File: src/rtl/mips_pkg.sv
// Shared types and constants for the MIPS instruction-memory boot loader.
package mips_pkg;

    typedef enum logic [2:0] {
        S_HDR_HI,
        S_HDR_LO,
        S_DATA,
        S_WRITE,
        S_DONE,
        S_ERR
    } loader_state_t;

    localparam int unsigned HDR_BYTES      = 2;
    localparam int unsigned BYTES_PER_WORD = 4;

endpackage

File: src/rtl/mips_imem_loader_if.sv
// Byte-stream input handshake plus instruction-memory write port of the boot loader.
interface mips_imem_loader_if #(
    parameter int unsigned ADDR_WIDTH = 6
);
    logic                  in_valid;
    logic [7:0]            in_data;
    logic                  in_ready;
    logic                  imem_we;
    logic [ADDR_WIDTH-1:0] imem_addr;
    logic [31:0]           imem_wdata;

    modport master (
        output in_valid,
        output in_data,
        input  in_ready,
        input  imem_we,
        input  imem_addr,
        input  imem_wdata
    );

    modport slave (
        input  in_valid,
        input  in_data,
        output in_ready,
        output imem_we,
        output imem_addr,
        output imem_wdata
    );
endinterface

File: src/rtl/byte_packer.sv
// 8->32 big-endian packer: first byte lands in bits 31:24, word_ready flags the 4th byte.
module byte_packer
    import mips_pkg::*;
(
    input  logic        clk,
    input  logic        rst,
    input  logic        clear,
    input  logic        shift_en,
    input  logic [7:0]  byte_in,
    output logic [31:0] word_next,
    output logic        word_ready
);

    // Only three bytes are stored; the fourth is merged combinationally.
    logic [23:0] shreg_q;
    logic [1:0]  cnt_q;

    always_ff @(posedge clk) begin
        if (rst || clear) begin
            shreg_q <= '0;
            cnt_q   <= '0;
        end else if (shift_en) begin
            shreg_q <= {shreg_q[15:0], byte_in};
            cnt_q   <= cnt_q + 2'd1;
        end
    end

    assign word_next  = {shreg_q, byte_in};
    assign word_ready = shift_en && (cnt_q == 2'(BYTES_PER_WORD - 1));

endmodule

File: src/rtl/mips_imem_loader.sv
// Boot loader: parses a counted big-endian word stream into imem writes, holding the core
// in reset until the whole program is written.
module mips_imem_loader
    import mips_pkg::*;
#(
    parameter int unsigned ADDR_WIDTH  = 6,
    parameter int unsigned COUNT_WIDTH = HDR_BYTES * 8
) (
    input  logic               clk,
    input  logic               rst,
    mips_imem_loader_if.slave  bus,
    input  logic               reload,
    output logic               cpu_rst,
    output logic               done,
    output logic               error
);

    localparam int unsigned Depth = 2 ** ADDR_WIDTH;

    loader_state_t           state_q, state_d;
    logic [COUNT_WIDTH-1:0]  count_q, count_d;
    logic [ADDR_WIDTH-1:0]   word_idx_q, word_idx_d;
    logic                    we_q, we_d;
    logic [ADDR_WIDTH-1:0]   addr_q, addr_d;
    logic [31:0]             wdata_q, wdata_d;
    logic                    cpu_rst_q, cpu_rst_d;
    logic                    done_q, done_d;
    logic                    error_q, error_d;

    logic                    fire;
    logic                    pack_clear;
    logic [31:0]             word_next;
    logic                    word_ready;
    logic [COUNT_WIDTH-1:0]  hdr_count;
    logic                    last_word;

    assign bus.in_ready = state_q inside {S_HDR_HI, S_HDR_LO, S_DATA};
    assign fire         = bus.in_valid && bus.in_ready;
    // Header bytes shift in MSB first; count_q is zero before the first header byte.
    assign hdr_count    = {count_q[COUNT_WIDTH-9:0], bus.in_data};
    assign last_word    = COUNT_WIDTH'(word_idx_q) == (count_q - COUNT_WIDTH'(1));

    byte_packer u_packer (
        .clk        (clk),
        .rst        (rst),
        .clear      (pack_clear),
        .shift_en   (fire && (state_q == S_DATA)),
        .byte_in    (bus.in_data),
        .word_next  (word_next),
        .word_ready (word_ready)
    );

    always_ff @(posedge clk) begin
        if (rst) begin
            state_q    <= S_HDR_HI;
            count_q    <= '0;
            word_idx_q <= '0;
            we_q       <= 1'b0;
            addr_q     <= '0;
            wdata_q    <= '0;
            cpu_rst_q  <= 1'b1;
            done_q     <= 1'b0;
            error_q    <= 1'b0;
        end else begin
            state_q    <= state_d;
            count_q    <= count_d;
            word_idx_q <= word_idx_d;
            we_q       <= we_d;
            addr_q     <= addr_d;
            wdata_q    <= wdata_d;
            cpu_rst_q  <= cpu_rst_d;
            done_q     <= done_d;
            error_q    <= error_d;
        end
    end

    always_comb begin
        state_d    = state_q;
        count_d    = count_q;
        word_idx_d = word_idx_q;
        we_d       = 1'b0;
        addr_d     = addr_q;
        wdata_d    = wdata_q;
        cpu_rst_d  = cpu_rst_q;
        done_d     = done_q;
        error_d    = error_q;
        pack_clear = 1'b0;

        case (state_q)
            S_HDR_HI: begin
                if (fire) begin
                    count_d = hdr_count;
                    state_d = S_HDR_LO;
                end
            end
            S_HDR_LO: begin
                if (fire) begin
                    count_d = hdr_count;
                    if (hdr_count == '0) begin
                        state_d   = S_DONE;
                        done_d    = 1'b1;
                        cpu_rst_d = 1'b0;
                    end else if (32'(hdr_count) > Depth) begin
                        state_d = S_ERR;
                        error_d = 1'b1;
                    end else begin
                        state_d    = S_DATA;
                        word_idx_d = '0;
                        pack_clear = 1'b1;
                    end
                end
            end
            S_DATA: begin
                if (word_ready) begin
                    state_d = S_WRITE;
                    we_d    = 1'b1;
                    addr_d  = word_idx_q;
                    wdata_d = word_next;
                end
            end
            S_WRITE: begin
                pack_clear = 1'b1;
                if (last_word) begin
                    state_d   = S_DONE;
                    done_d    = 1'b1;
                    cpu_rst_d = 1'b0;
                end else begin
                    state_d    = S_DATA;
                    word_idx_d = word_idx_q + ADDR_WIDTH'(1);
                end
            end
            S_DONE: begin
                if (reload) begin
                    state_d    = S_HDR_HI;
                    done_d     = 1'b0;
                    cpu_rst_d  = 1'b1;
                    count_d    = '0;
                    word_idx_d = '0;
                    pack_clear = 1'b1;
                end
            end
            S_ERR: begin
                cpu_rst_d = 1'b1;
            end
            default: state_d = S_HDR_HI;
        endcase
    end

    assign bus.imem_we    = we_q;
    assign bus.imem_addr  = addr_q;
    assign bus.imem_wdata = wdata_q;
    assign cpu_rst        = cpu_rst_q;
    assign done           = done_q;
    assign error          = error_q;

endmodule
File: src/flat_wrapper.sv
// flat-port wrapper written by rule: the top's interface ports become plain ports
module mips_imem_loader_flat import mips_pkg::*;
#(
    parameter int unsigned ADDR_WIDTH  = 6,
    parameter int unsigned COUNT_WIDTH = HDR_BYTES * 8
)
  (clk, rst, reload, cpu_rst, done, error, bus_in_valid, bus_in_data, bus_in_ready, bus_imem_we, bus_imem_addr, bus_imem_wdata);
  mips_imem_loader_if #(.ADDR_WIDTH(ADDR_WIDTH)) bus_i ();
  input  logic clk;
  input  logic rst;
  input  logic reload;
  output logic cpu_rst;
  output logic done;
  output logic error;
  input wire logic [$bits(bus_i.in_valid)-1:0] bus_in_valid;
  input wire logic [$bits(bus_i.in_data)-1:0] bus_in_data;
  output wire logic [$bits(bus_i.in_ready)-1:0] bus_in_ready;
  output wire logic [$bits(bus_i.imem_we)-1:0] bus_imem_we;
  output wire logic [$bits(bus_i.imem_addr)-1:0] bus_imem_addr;
  output wire logic [$bits(bus_i.imem_wdata)-1:0] bus_imem_wdata;
  assign bus_i.in_valid = bus_in_valid;
  assign bus_i.in_data = bus_in_data;
  assign bus_in_ready = bus_i.in_ready;
  assign bus_imem_we = bus_i.imem_we;
  assign bus_imem_addr = bus_i.imem_addr;
  assign bus_imem_wdata = bus_i.imem_wdata;
  mips_imem_loader #(.ADDR_WIDTH(ADDR_WIDTH), .COUNT_WIDTH(COUNT_WIDTH)) u_core (.clk(clk), .rst(rst), .bus(bus_i), .reload(reload), .cpu_rst(cpu_rst), .done(done), .error(error));
endmodule
File: config.mk
export PLATFORM = sky130hd
export DESIGN_NAME = mips_imem_loader_flat
export DESIGN_NICKNAME = d
export VERILOG_FILES = /design/src/rtl/mips_pkg.sv /design/src/rtl/mips_imem_loader_if.sv /design/src/rtl/byte_packer.sv /design/src/rtl/mips_imem_loader.sv /design/src/flat_wrapper.sv
export SDC_FILE = /design/constraint.sdc
export NUM_CORES = 1
export LEC_CHECK = 0
export BUFFER_PORTS_ARGS = -buffer_cell sky130_fd_sc_hd__buf_2
export CORE_ASPECT_RATIO = 0.9
export CORE_MARGIN = 2
export CORE_UTILIZATION = 57
export DETAILED_ROUTE_END_ITERATION = 7
export PLACE_DENSITY_LB_ADDON = 0.12
export SETUP_SLACK_MARGIN = 0.05
export SYNTH_ARGS = -nofsm -noshare
export SYNTH_HDL_FRONTEND = slang
export SYNTH_HIERARCHICAL = 1
export SYNTH_SLANG_ARGS = --single-unit
File: constraint.sdc
create_clock -name clk -period 4.4 [get_ports clk]
set_input_delay 0.22 -clock clk [delete_from_list [all_inputs] [get_ports clk]]
set_output_delay 0.22 -clock clk [all_outputs]
set_load 0.05 [all_outputs]
# --- Word level (Yosys, flattened, before mapping) ---
# Cells that the tools add are included.
totals:
  regBits: 93
  inputBits: 12
  output_inout_bits: 43
  elab_cells: 87
op_classes:
  addsub: 3
  magnitude_cmp: 1
  eq_ne: 17
  n_mux: 33
  n_bitwise: 3
  n_reduce_logical: 19
ops:
  columns: ["operator", "n"]
  rows:
  - ["16-bit two-way mux", 2]
  - ["16-bit one-hot mux with 2 select lines", 1]
  - ["6-bit two-way mux", 5]
  - ["3-bit two-way mux", 7]
  - ["3-bit one-hot mux with 6 select lines", 1]
  - ["6-bit one-hot mux with 3 select lines", 1]
  - ["6-bit by 16-bit == test with 1-bit output", 1]
  - ["16-bit by 7-bit > comparator with 1-bit output (second input constant)", 1]
  - ["16-bit logical NOT", 1]
  - ["16-bit by 1-bit subtractor with 16-bit output (second input constant)", 1]
  - ["5-bit AND reduction", 3]
  - ["1-bit two-way mux", 13]
  - ["2-bit != test (second input constant)", 6]
  - ["2-bit by 1-bit != test with 1-bit output (second input constant)", 4]
  - ["6-bit by 1-bit adder with 6-bit output (second input constant)", 1]
  - ["3-bit by 2-bit == test with 1-bit output (second input constant)", 2]
  - ["3-bit == test (second input constant)", 2]
  - ["1-bit one-hot mux with 3 select lines", 2]
  - ["6-bit AND reduction", 1]
  - ["3-bit nonzero test", 2]
  - ["1-bit one-hot mux with 4 select lines", 1]
  - ["4-bit AND reduction", 1]
  - ["4-bit nonzero test", 1]
  - ["2-bit OR reduction", 2]
  - ["other kinds (10)", 14]

# --- Depth between registers and ports, before layout ---
# Gate-level depths: netlist of the first run.
depth:
  word_depth: 7
  ltp_mapped: 12
  ltp_nobuf: 9

# --- By module ---
# The synthesis of the first run kept the hierarchy.
modules_own_cells:
  columns: ["module", "instances", "cells_each", "area_per_inst_um2"]
  rows:
  - ["mips_imem_loader", 1, 368, 2911.5]
  - ["byte_packer", 1, 95, 1039.7]

# --- Worst setup path after synthesis of the first run ---
# Ideal clock, no wire load.
synth_path:
  path_type: "register to register"
  startpoint: "register u_core.count_q[0]"
  endpoint: "register u_core.state_q[2]"
  setup_time_ps: 69
  arrival_ps: 3186
  slack_ps: 1145
  stages_incl_launch_ff: 12
  path_buffers: 2
  synth_period_minus_slack_ps: 3255
  cell_sequence: "dfxtp_1 clkbuf_1 inv_1 ha_1 buf_2 or3b_2 o41ai_1 a2bb2oi_1 or4_1 or4_4 or4b_1 o21ai_1"
synth_between:
  elab_chain_len: 5
synth_rtl:
  columns: ["item", "line_no", "rtl"]
  rows:
  - ["from (decl)", "mips_imem_loader.sv:21", "logic [COUNT_WIDTH-1:0] count_q, count_d;"]
  - ["from (signal assigned)", "mips_imem_loader.sv:66", "count_q <= count_d;"]
  - ["branches (longest 4 deep; another with 16-bit by 1-bit subtractor with 16-bit output)", null, null]
  - ["3-bit one-hot mux with 6 select lines *", "mips_imem_loader.sv:89", "case (state_q)"]
  - ["to (signal assigned)", "mips_imem_loader.sv:65", "state_q <= state_d;"]
  - ["to (decl)", "mips_imem_loader.sv:20", "loader_state_t state_q, state_d;"]
# Mark *: on every way between the ends. The select of a mux whose other input is x is not followed.
# A chain may end at the register's enable or synchronous reset.

# --- Final worst setup path of the first run ---
# Same ends and word-level chain as after synthesis.

==> metrics.txt, run 1 <==
outcome=finished, final reports clean; Seq/Total Area, Yosys=0.471; Post-DRT Antenna Nets=0; setup repair bufs after CTS=0; overall power=approximately 1.6 mW; HPWL after DPL=5.78 mm; # rows=28; fillcell total=between 500 and 600; worst slew pin tran=1190 ps; drt pass-1 iters=4; ys async rst share=0; Synth Area in XOR/XNOR=0.0199; CP max FO=13; Syn Area/Cell=8.53 µm²; post-synthesis mux area share=0.0659; power density cells=362 nW/µm²; WL met2=a little under 4 mm; Cell Chain, Critical Path=inv_1 > ha_1 > or3b_2 > o41ai_1 > a2bb2oi_1 > or4_1 > or4_4 > or4b_1 > o21ai_1; metal3 WL=500 µm; Nets=about 510; Yosys warning count=6; CP max-delay cell=or4_4; Die ar.=between 7000 and 8000 µm²; drt drc=0; cts hold-fix bufs=0; vias=3,272; Final Max Tran Viols=0; period utilization=0.808; DRT iter0 DRCs=227; post-placement cell area=4140 µm²; mapped cell area=3950 µm²; core area=about 6700 µm²; Syn Inst Count=about 460; Routed WL=around 8.6 mm; M1 wire length=4.11 mm; Peak Freq=281 MHz; RSZ-0062 raised after global routing=no; Setup CP Type=reg -> reg; Final Hold Viols=0; top routing layer used=met4; Reg2Reg Setup Slack=~850 ps; Clock Tree Buf Depth=2; final setup fails=0; vias in the first global route=roughly 3,000; commonest non-fill, non-tap cell in the layout=dfxtp_1; Final Instance Area=4340 µm²; Worst EP arrival=approximately 3800 ps; Fin Clk Skew=9.26 ps; number of synthesized register bits=93; # IOs=55; drt wl/cell=roughly 15 µm; Leakage=1.66 nW; Syn Nets=roughly 480; Die X=91.8 µm; main combinational cell family by area after synthesis=simple AND/OR/NAND/NOR gates; max-capacitance violation count=0; worst hold margin=141 ps; crit path capture type=flip-flop; share of cells above drive strength 1=0.162; Cell variety after synth=55; area taken by multi-input logic gates=about 1800 µm²; Initial Utilization=0.594; clock sinks=93; sequential cell area=1860 µm²; Num CTS Buffers=9; die height=83.0 µm; Inst Count DP=575; vias per cell=5.55; Post-Route Setup TNS=0 ps; Synth Area in Simple Gates=0.219; non-filler cells, final=590; GRT Overall Usage=0.231; Synth Area in Compound Gates=0.148; number of synthesized flops with an enable pin=0; HP Class=in -> reg; area grow syn2layout=9.88%; CTS tree=yes; Max VDD drop=0.218 mV; CP max stage delay=650 ps; Critical Path RT=between 4000 and 5000 ps; Clock Latency Late Sink=350 ps; commonest cells after routing, fill and taps aside=dfxtp_1, nand2_1, nor2_1, buf_2, a21oi_1; Relative slew margins=0.208; grt total ovfl=0; startpoint types=flip-flop; RD Place Congestion=0.798; minimum clock period=about 3600 ps; Resized Gates After CTS=0; pin count of the biggest net entering global routing=68; CTS H-tree depth=3; initial antenna violation count=0; first-pass GRT wire length=14.3 mm; Worst-path clk slew=approximately 90 ps; Top FF cell, synth=dfxtp_1; n_diodes=0; Adder-Cell Fraction of Synth Area=0.00950; Root Buffer=clkbuf_8; port buffer count=54
-- synthesized netlist by cell type, types with 2 or more instances --
master    count  area (µm²)
nor4b_1       2        17.5
nor4_1        3        18.8
clkbuf_1     20        75.1
and3_1        6        37.5
buf_8         2        30.0
nor3b_1       3        22.5
and4b_1       2        20.0
a22oi_1      16         120
xor2_1        4        35.0
and2_1        4        25.0
xnor2_1       5        43.8
nor3_1        4        20.0
buf_6         5        56.3
o41ai_1       2        17.5
a31oi_1       2        12.5
buf_2         2        10.0
o21ai_1       2        10.0
nor2b_1       4        25.0
mux2i_1      26         260
nand3_1       7        35.0
nand2_1      86         323
nor2_1       56         210
dfxtp_1      93        1860
a21oi_1      49         245
inv_1         7        26.3
ha_1          3        37.5
buf_4         8        60.1
nand2b_1      2        12.5
o21ai_0      11        55.1
or4_1         2        15.0
-- cell type report --
type | instances | share of cell area
timing repair buffer | 60 | 0.0726
sequential | 93 | 0.429
clock inverter | 5 | 0.0138
tap | 90 | 0.0259
clock buffer | 10 | 0.0317
inverter | 7 | 0.00605
multi-input combinational | 325 | 0.421
-- routing by layer --
metal  GRT usage  up-vias
li1            -     1642
met1       0.328     1516
met2       0.348       97
met3      0.0544       17
met4      0.0733        0
met5           0        -
-- logic make-up after synthesis --
group / Yosys count
and+or+nand+nor: 191
muxes: 26
xor gates and xnor gates: 9
DFF: 93
buffers and inverters: 45
AOI/OAI and AO/OA: 96
adders and majority gates: 3
-- worst max-delay path, delay by kind of cell, from the launching register on --
family,cells,cell delay [ps]
fa+ha+maj,1,360
simple gates,4,2210
buf+inv,1,100
compound gates,3,440
flops,1,390
-- registers in the layout (all words and copies together), names as in the netlist --
signal	flops
u_core/u_packer/cnt_q	2
u_core/done	1
u_core/error	1
u_core/bus.imem_wdata	32
u_core/bus.imem_addr	6
u_core/u_packer/shreg_q	24
u_core/state_q	3
u_core/cpu_rst	1
u_core/word_idx_q	6
u_core/count_q	16
u_core/bus.imem_we	1
-- metrics by stage --
step                      setup WS, ps   util
after floorplan                   1150      -
after global placement             985  0.623
after detailed placement           926  0.623
after CTS                          873  0.652
after global routing               713  0.652
final                              845  0.652
-- where the power goes --
group          switching, mW  internal (mW)
registers             0.0189          0.854
logic                 0.0864         0.0497
clock network          0.286          0.277
-- path summary, 6_finish.rpt --
| check | start | to | depth (start not counted) |
|---|---|---|---|
| worst max-delay path | u_core/count_q[0] | u_core/state_q[2] | 9 |
| worst max register to register | u_core/count_q[0] | u_core/state_q[2] | 9 |
| worst min-delay path | bus_in_data[3] | u_core/bus.imem_wdata[3] | 3 |
| worst min register to register | u_core/bus.imem_wdata[8] | u_core/bus.imem_wdata[8] | 2 |
(Power assumes the default switching activity.)
==> run 2, diff against run 1 <==
--- a/config.mk
+++ b/config.mk
@@ -8,7 +8,7 @@
 export BUFFER_PORTS_ARGS = -buffer_cell sky130_fd_sc_hd__buf_2
 export CORE_ASPECT_RATIO = 0.9
 export CORE_MARGIN = 2
-export CORE_UTILIZATION = 57
+export CORE_UTILIZATION = 51
 export DETAILED_ROUTE_END_ITERATION = 7
 export PLACE_DENSITY_LB_ADDON = 0.12
 export SETUP_SLACK_MARGIN = 0.05
==> constraint.sdc (replaced) <==
create_clock -name clk -period 3.2 [get_ports clk]
set_input_delay 0.16 -clock clk [delete_from_list [all_inputs] [get_ports clk]]
set_output_delay 0.16 -clock clk [all_outputs]
set_load 0.05 [all_outputs]
==> run 2 against run 1 <==
Net effect: clock-buffer cell count is 1 lower; non-clock buffer count is 8 higher; clock power is 53% higher; worst setup slack worse by 670 ps; design area is 2.7% higher; sequential share of layout area is 1.1 points lower; global-route usage is 1.3 points lower; hold slack worse by 60 ps; routed wire length is 3.0% higher; first-iteration DRC count is 36% lower; via count is 0.64% higher; critical path depth is 2 lower.
==> metrics.txt, run 2 (same netlist as run 1, synthesis figures left out) <==
Critical Path Source=u_core/count_q[4] (was u_core/count_q[0]); grt total ovfl=0 (unchanged); Post-Route Setup TNS=0 ps (unchanged); Num CTS Buffers=9 (unchanged); DRT iter0 DRCs=145 (was 227); core area=7540 µm² (was 6660 µm²); Initial Utilization=0.524 (was 0.594); Worst-path clk slew=100 ps (was 90 ps); Die ar.=8470 µm² (was 7610 µm²); drt pass-1 iters=4 (unchanged); clock sinks=93 (unchanged); minimum clock period=3030 ps (was 3550 ps); Fin Clk Skew=11.9 ps (was 9.26 ps); Max VDD drop=0.236 mV (was 0.218 mV); final core occ=0.591 (was 0.652); port buffer count=54 (unchanged); # rows=30 (was 28); Peak Freq=330 MHz (was 281 MHz); Nets=519 (was 511); Critical Path RT=3480 ps (was 4680 ps); CP endpoint=u_core/state_q[2] (unchanged); # IOs=55 (unchanged); die height=87.5 µm (was 83.0 µm); final setup fails=0 (unchanged); drt drc=0 (unchanged); CTS H-tree depth=3 (unchanged); Final Hold Viols=0 (unchanged); reg2reg start=u_core/count_q[4] (was u_core/count_q[0]); period utilization=0.946 (was 0.808); Largest register FFs=32 (unchanged); pin count of the biggest net entering global routing=45 (was 68); Leakage=1.73 nW (was 1.66 nW); reg2reg end=u_core/state_q[2] (unchanged); power density cells=508 nW/µm² (was 362 nW/µm²); commonest cells after routing, fill and taps aside=dfxtp_1, nand2_1, nor2_1, buf_2, a21oi_1 (unchanged); n_diodes=0 (unchanged); outcome=finished, final reports clean (unchanged); initial antenna violation count=0 (unchanged); vias=3,293 (was 3,272); HPWL after DPL=6.06 mm (was 5.78 mm); commonest non-fill, non-tap cell in the layout=dfxtp_1 (unchanged); CTS tree=yes (unchanged); first-pass GRT wire length=15.0 mm (was 14.3 mm); Setup CP Type=reg -> reg (unchanged); Worst EP arrival=3310 ps (was 3840 ps); Clock Latency Late Sink=360 ps (was 350 ps); GRT Overall Usage=0.217 (was 0.231); Worst R2R Path Depth=7 (was 9); worst slew pin tran=620 ps (was 1190 ps); setup repair bufs after CTS=0 (unchanged); drt wl/cell=14.7 µm (was 14.6 µm); crit path capture type=flip-flop (unchanged); RSZ-0062 raised after global routing=no (unchanged); share of cells above drive strength 1=0.183 (was 0.162); HP Class=in -> reg (unchanged); Clock Tree Buf Depth=2 (unchanged); Routed WL=8.89 mm (was 8.63 mm); RD Place Congestion=0.894 (was 0.798); Final Max Tran Viols=0 (unchanged); startpoint types=flip-flop (unchanged); vias in the first global route=3,015 (was 3,001); vias per cell=5.44 (was 5.55); Root Buffer=clkbuf_8 (unchanged); Relative slew margins=0.586 (was 0.208); CP max FO=6 (was 13); Reg2Reg Setup Slack=170 ps (was 850 ps); area grow syn2layout=12.9% (was 9.88%); worst hold margin=81.2 ps (was 141 ps); Die X=96.8 µm (was 91.8 µm); max-capacitance violation count=0 (unchanged); Post-DRT Antenna Nets=0 (unchanged)
## run 2: per-stage QoR
step	total power [mW]	worst slack, ps	std cells	cell area (µm²)
6_report	2.26	174	605	4460
5_1_grt	2.37	82.1	605	4460
4_1_cts	2.29	90.5	605	4460
3_5_place_dp	1.42	126	589	4230
3_3_place_gp	1.42	170	589	4230
2_1_floorplan	1.38	83.0	463	3970
## run 2: final cells by class
| type | instances | area (µm²) |
|---|---|---|
| fill | 723 | 3080 |
| sequential | 93 | 1860 |
| multi-input combinational | 325 | 1840 |
| timing repair buffer | 68 | 388 |
| clock buffer | 9 | 124 |
| tap | 96 | 120 |
| clock inverter | 7 | 97.6 |
| inverter | 7 | 26.3 |
## run 2: how the worst min path moves through the flow
| stage | start | to | slack (ps) | cells after the start |
|---|---|---|---|---|
| after global placement | u_core/bus.imem_wdata[5] | u_core/bus.imem_wdata[5] | 440 | 2 |
| after global routing | bus_in_data[3] | u_core/bus.imem_wdata[3] | 50 | 3 |
| after floorplan | bus_in_data[0] | u_core/u_packer/shreg_q[0] | 310 | 2 |
| final | bus_in_data[3] | u_core/bus.imem_wdata[3] | 80 | 3 |
| after CTS | bus_in_data[3] | u_core/bus.imem_wdata[3] | 60 | 3 |
| after detailed placement | u_core/bus.imem_wdata[2] | u_core/bus.imem_wdata[2] | 440 | 2 |
## run 2: metal layers
layer,global-route usage,up-vias,routed length (µm)
li1,-,1655,-
met2,0.332,88,3950
met5,0,-,0
met3,0.0594,2,447
met1,0.310,1548,4460
met4,0.0512,0,33
## run 2: what timing repair did
action / CTS / global route
setup endpoints to repair: 0 / 5
hold buffers: 0 / 0
gates resized for setup: 0 / 2
## run 2: power by group
group	switching [mW]	internal, mW
Combinational	0.129	0.0796
Clock	0.416	0.445
Sequential	0.0211	1.17
Total	0.565	1.70
## run 2: critical path, cell delays in order (launching register included)
cell and delay, ps:
dfxtp_1 320, or3_4 400, or4_1 430, a2bb2oi_1 170
or4_4 540, or4_4 540, or4b_1 490, o21ai_1 80
==> run 3, diff against run 2 <==
--- a/config.mk
+++ b/config.mk
@@ -6,7 +6,7 @@
 export NUM_CORES = 1
 export LEC_CHECK = 0
 export BUFFER_PORTS_ARGS = -buffer_cell sky130_fd_sc_hd__buf_2
-export CORE_ASPECT_RATIO = 0.9
+export CORE_ASPECT_RATIO = 1.5
 export CORE_MARGIN = 2
 export CORE_UTILIZATION = 51
 export DETAILED_ROUTE_END_ITERATION = 7
==> run 3 against run 2 <==
Net effect: via count is 1.1% lower; maximum frequency is 0.73% higher; core utilization is 0.76 points higher; largest power group unchanged; worst setup slack better by 22 ps; die area is 0.16% higher.
==> metrics.txt, run 3 (same netlist as run 1, synthesis figures left out) <==
port buffer count=54 (unchanged); period utilization=0.939 (was 0.946); Root Buffer=clkbuf_16 (was clkbuf_8); Initial Utilization=0.522 (was 0.524); share of cells above drive strength 1=0.179 (was 0.183); area grow syn2layout=14.6% (was 12.9%); drt wl/cell=14.1 µm (was 14.7 µm); RSZ-0062 raised after global routing=no (unchanged); pin count of the biggest net entering global routing=68 (was 45); grt total ovfl=0 (unchanged); Relative slew margins=0.545 (was 0.586); Critical Path RT=3460 ps (was 3480 ps); Final WS setup=195 ps (was 174 ps); Nets=518 (was 519); Clock Latency Late Sink=340 ps (was 360 ps); drt pass-1 iters=4 (unchanged); commonest cells after routing, fill and taps aside=dfxtp_1, nand2_1, nor2_1, buf_2, a21oi_1 (unchanged); minimum clock period=3000 ps (was 3030 ps); Final Max Tran Viols=0 (unchanged); CP max stage delay=540 ps (about the same); Peak Freq=333 MHz (was 330 MHz); max-capacitance violation count=0 (unchanged); CTS tree=yes (unchanged); commonest non-fill, non-tap cell in the layout=dfxtp_1 (unchanged); core area=7560 µm² (was 7540 µm²); Die ar.=8480 µm² (was 8470 µm²); Clock Tree Buf Depth=2 (unchanged); initial antenna violation count=0 (unchanged); Cell Chain, Critical Path=or3_4 > or4_1 > a2bb2oi_1 > or4_4 > or4_4 > or4b_1 > o21ai_1 (unchanged); Num CTS Buffers=9 (unchanged); Routed WL=8.62 mm (was 8.89 mm); HPWL after DPL=5.87 mm (was 6.06 mm); Post-Route Setup TNS=0 ps (unchanged); final setup fails=0 (unchanged); clock sinks=93 (unchanged); Setup CP Type=reg -> reg (unchanged); Post-DRT Antenna Nets=0 (unchanged); crit path capture type=flip-flop (unchanged); n_diodes=0 (unchanged); HP Class=in -> reg (unchanged); CP max-delay cell=or4_4 (unchanged); vias per cell=5.34 (was 5.44); Worst-path clk slew=60 ps (was 100 ps); drt drc=0 (unchanged); CP max FO=6 (unchanged); setup repair bufs after CTS=0 (unchanged); RD Place Congestion=0.918 (was 0.894); CTS H-tree depth=3 (unchanged); die height=112 µm (was 87.5 µm); Largest register FFs=32 (unchanged); DRT iter0 DRCs=194 (was 145); # rows=39 (was 30); power density cells=544 nW/µm² (was 508 nW/µm²); outcome=finished, final reports clean (unchanged); final core occ=0.599 (was 0.591); Fin Clk Skew=7.43 ps (was 11.9 ps); Max VDD drop=0.372 mV (was 0.236 mV); Worst EP arrival=3270 ps (was 3310 ps); most frequent CP cell=or4_4 (unchanged); Final Hold Viols=0 (unchanged); worst slew pin tran=682 ps (was 620 ps); # IOs=55 (unchanged); Die X=75.9 µm (was 96.8 µm); vias in the first global route=3,021 (was 3,015); startpoint types=flip-flop (unchanged); GRT Overall Usage=0.212 (was 0.217); worst hold margin=119 ps (was 81.2 ps); vias=3,258 (was 3,293); Leakage=1.75 nW (was 1.73 nW); Place WS=147 ps (was 126 ps); first-pass GRT wire length=14.0 mm (was 15.0 mm)
-- run 3: cell type report --
type,instances,area [µm²]
inverter,7,26.3
multi-input combinational,325,1840
tap,102,128
fill,716,3030
timing repair buffer,67,368
sequential,93,1860
clock buffer,11,243
clock inverter,5,60.1
-- run 3: critical path: cells and delay by family (launching register included) --
family,cells,cell delay [ps]
and+or+nand+nor,5,2360
DFF,1,310
AOI/OAI and AO/OA,2,260
-- run 3: routing by layer --
layer,track usage,wire length (µm),up-vias
met5,0,0,-
met4,0.0737,142,0
met3,0.0489,363,11
met2,0.364,4500,72
met1,0.250,3610,1512
li1,-,-,1663
-- run 3: path summary, 6_finish.rpt --
check                            startpoint                         to  slack (ps)  cells past startpoint
setup reg to reg          u_core/count_q[4]          u_core/state_q[2]         200                      7
setup / recovery          u_core/count_q[4]          u_core/state_q[2]         200                      7
hold reg to reg   u_core/bus.imem_wdata[29]  u_core/bus.imem_wdata[29]         450                      2
hold / removal               bus_in_data[5]   u_core/bus.imem_wdata[5]         120                      3
-- run 3: metrics by stage --
step	instance area, µm²	std cells	total power, mW
2_1_floorplan	3970	463	1.38
3_3_place_gp	4220	594	1.42
3_5_place_dp	4220	594	1.42
4_1_cts	4520	610	2.49
5_1_grt	4530	610	2.56
6_report	4530	610	2.46
-- run 3: timing repair --
| action | CTS | global route |
|---|---|---|
| resized for setup | 0 | 2 |
| endpoints found under the setup margin | 0 | 3 |
| hold buffers | 0 | 0 |
-- run 3: where the power goes --
part	switching, mW	leakage [nW]	internal [mW]
Clock	0.434	0.146	0.628
Combinational	0.127	0.853	0.0795
Sequential	0.0199	0.752	1.18
Total	0.581	1.75	1.88
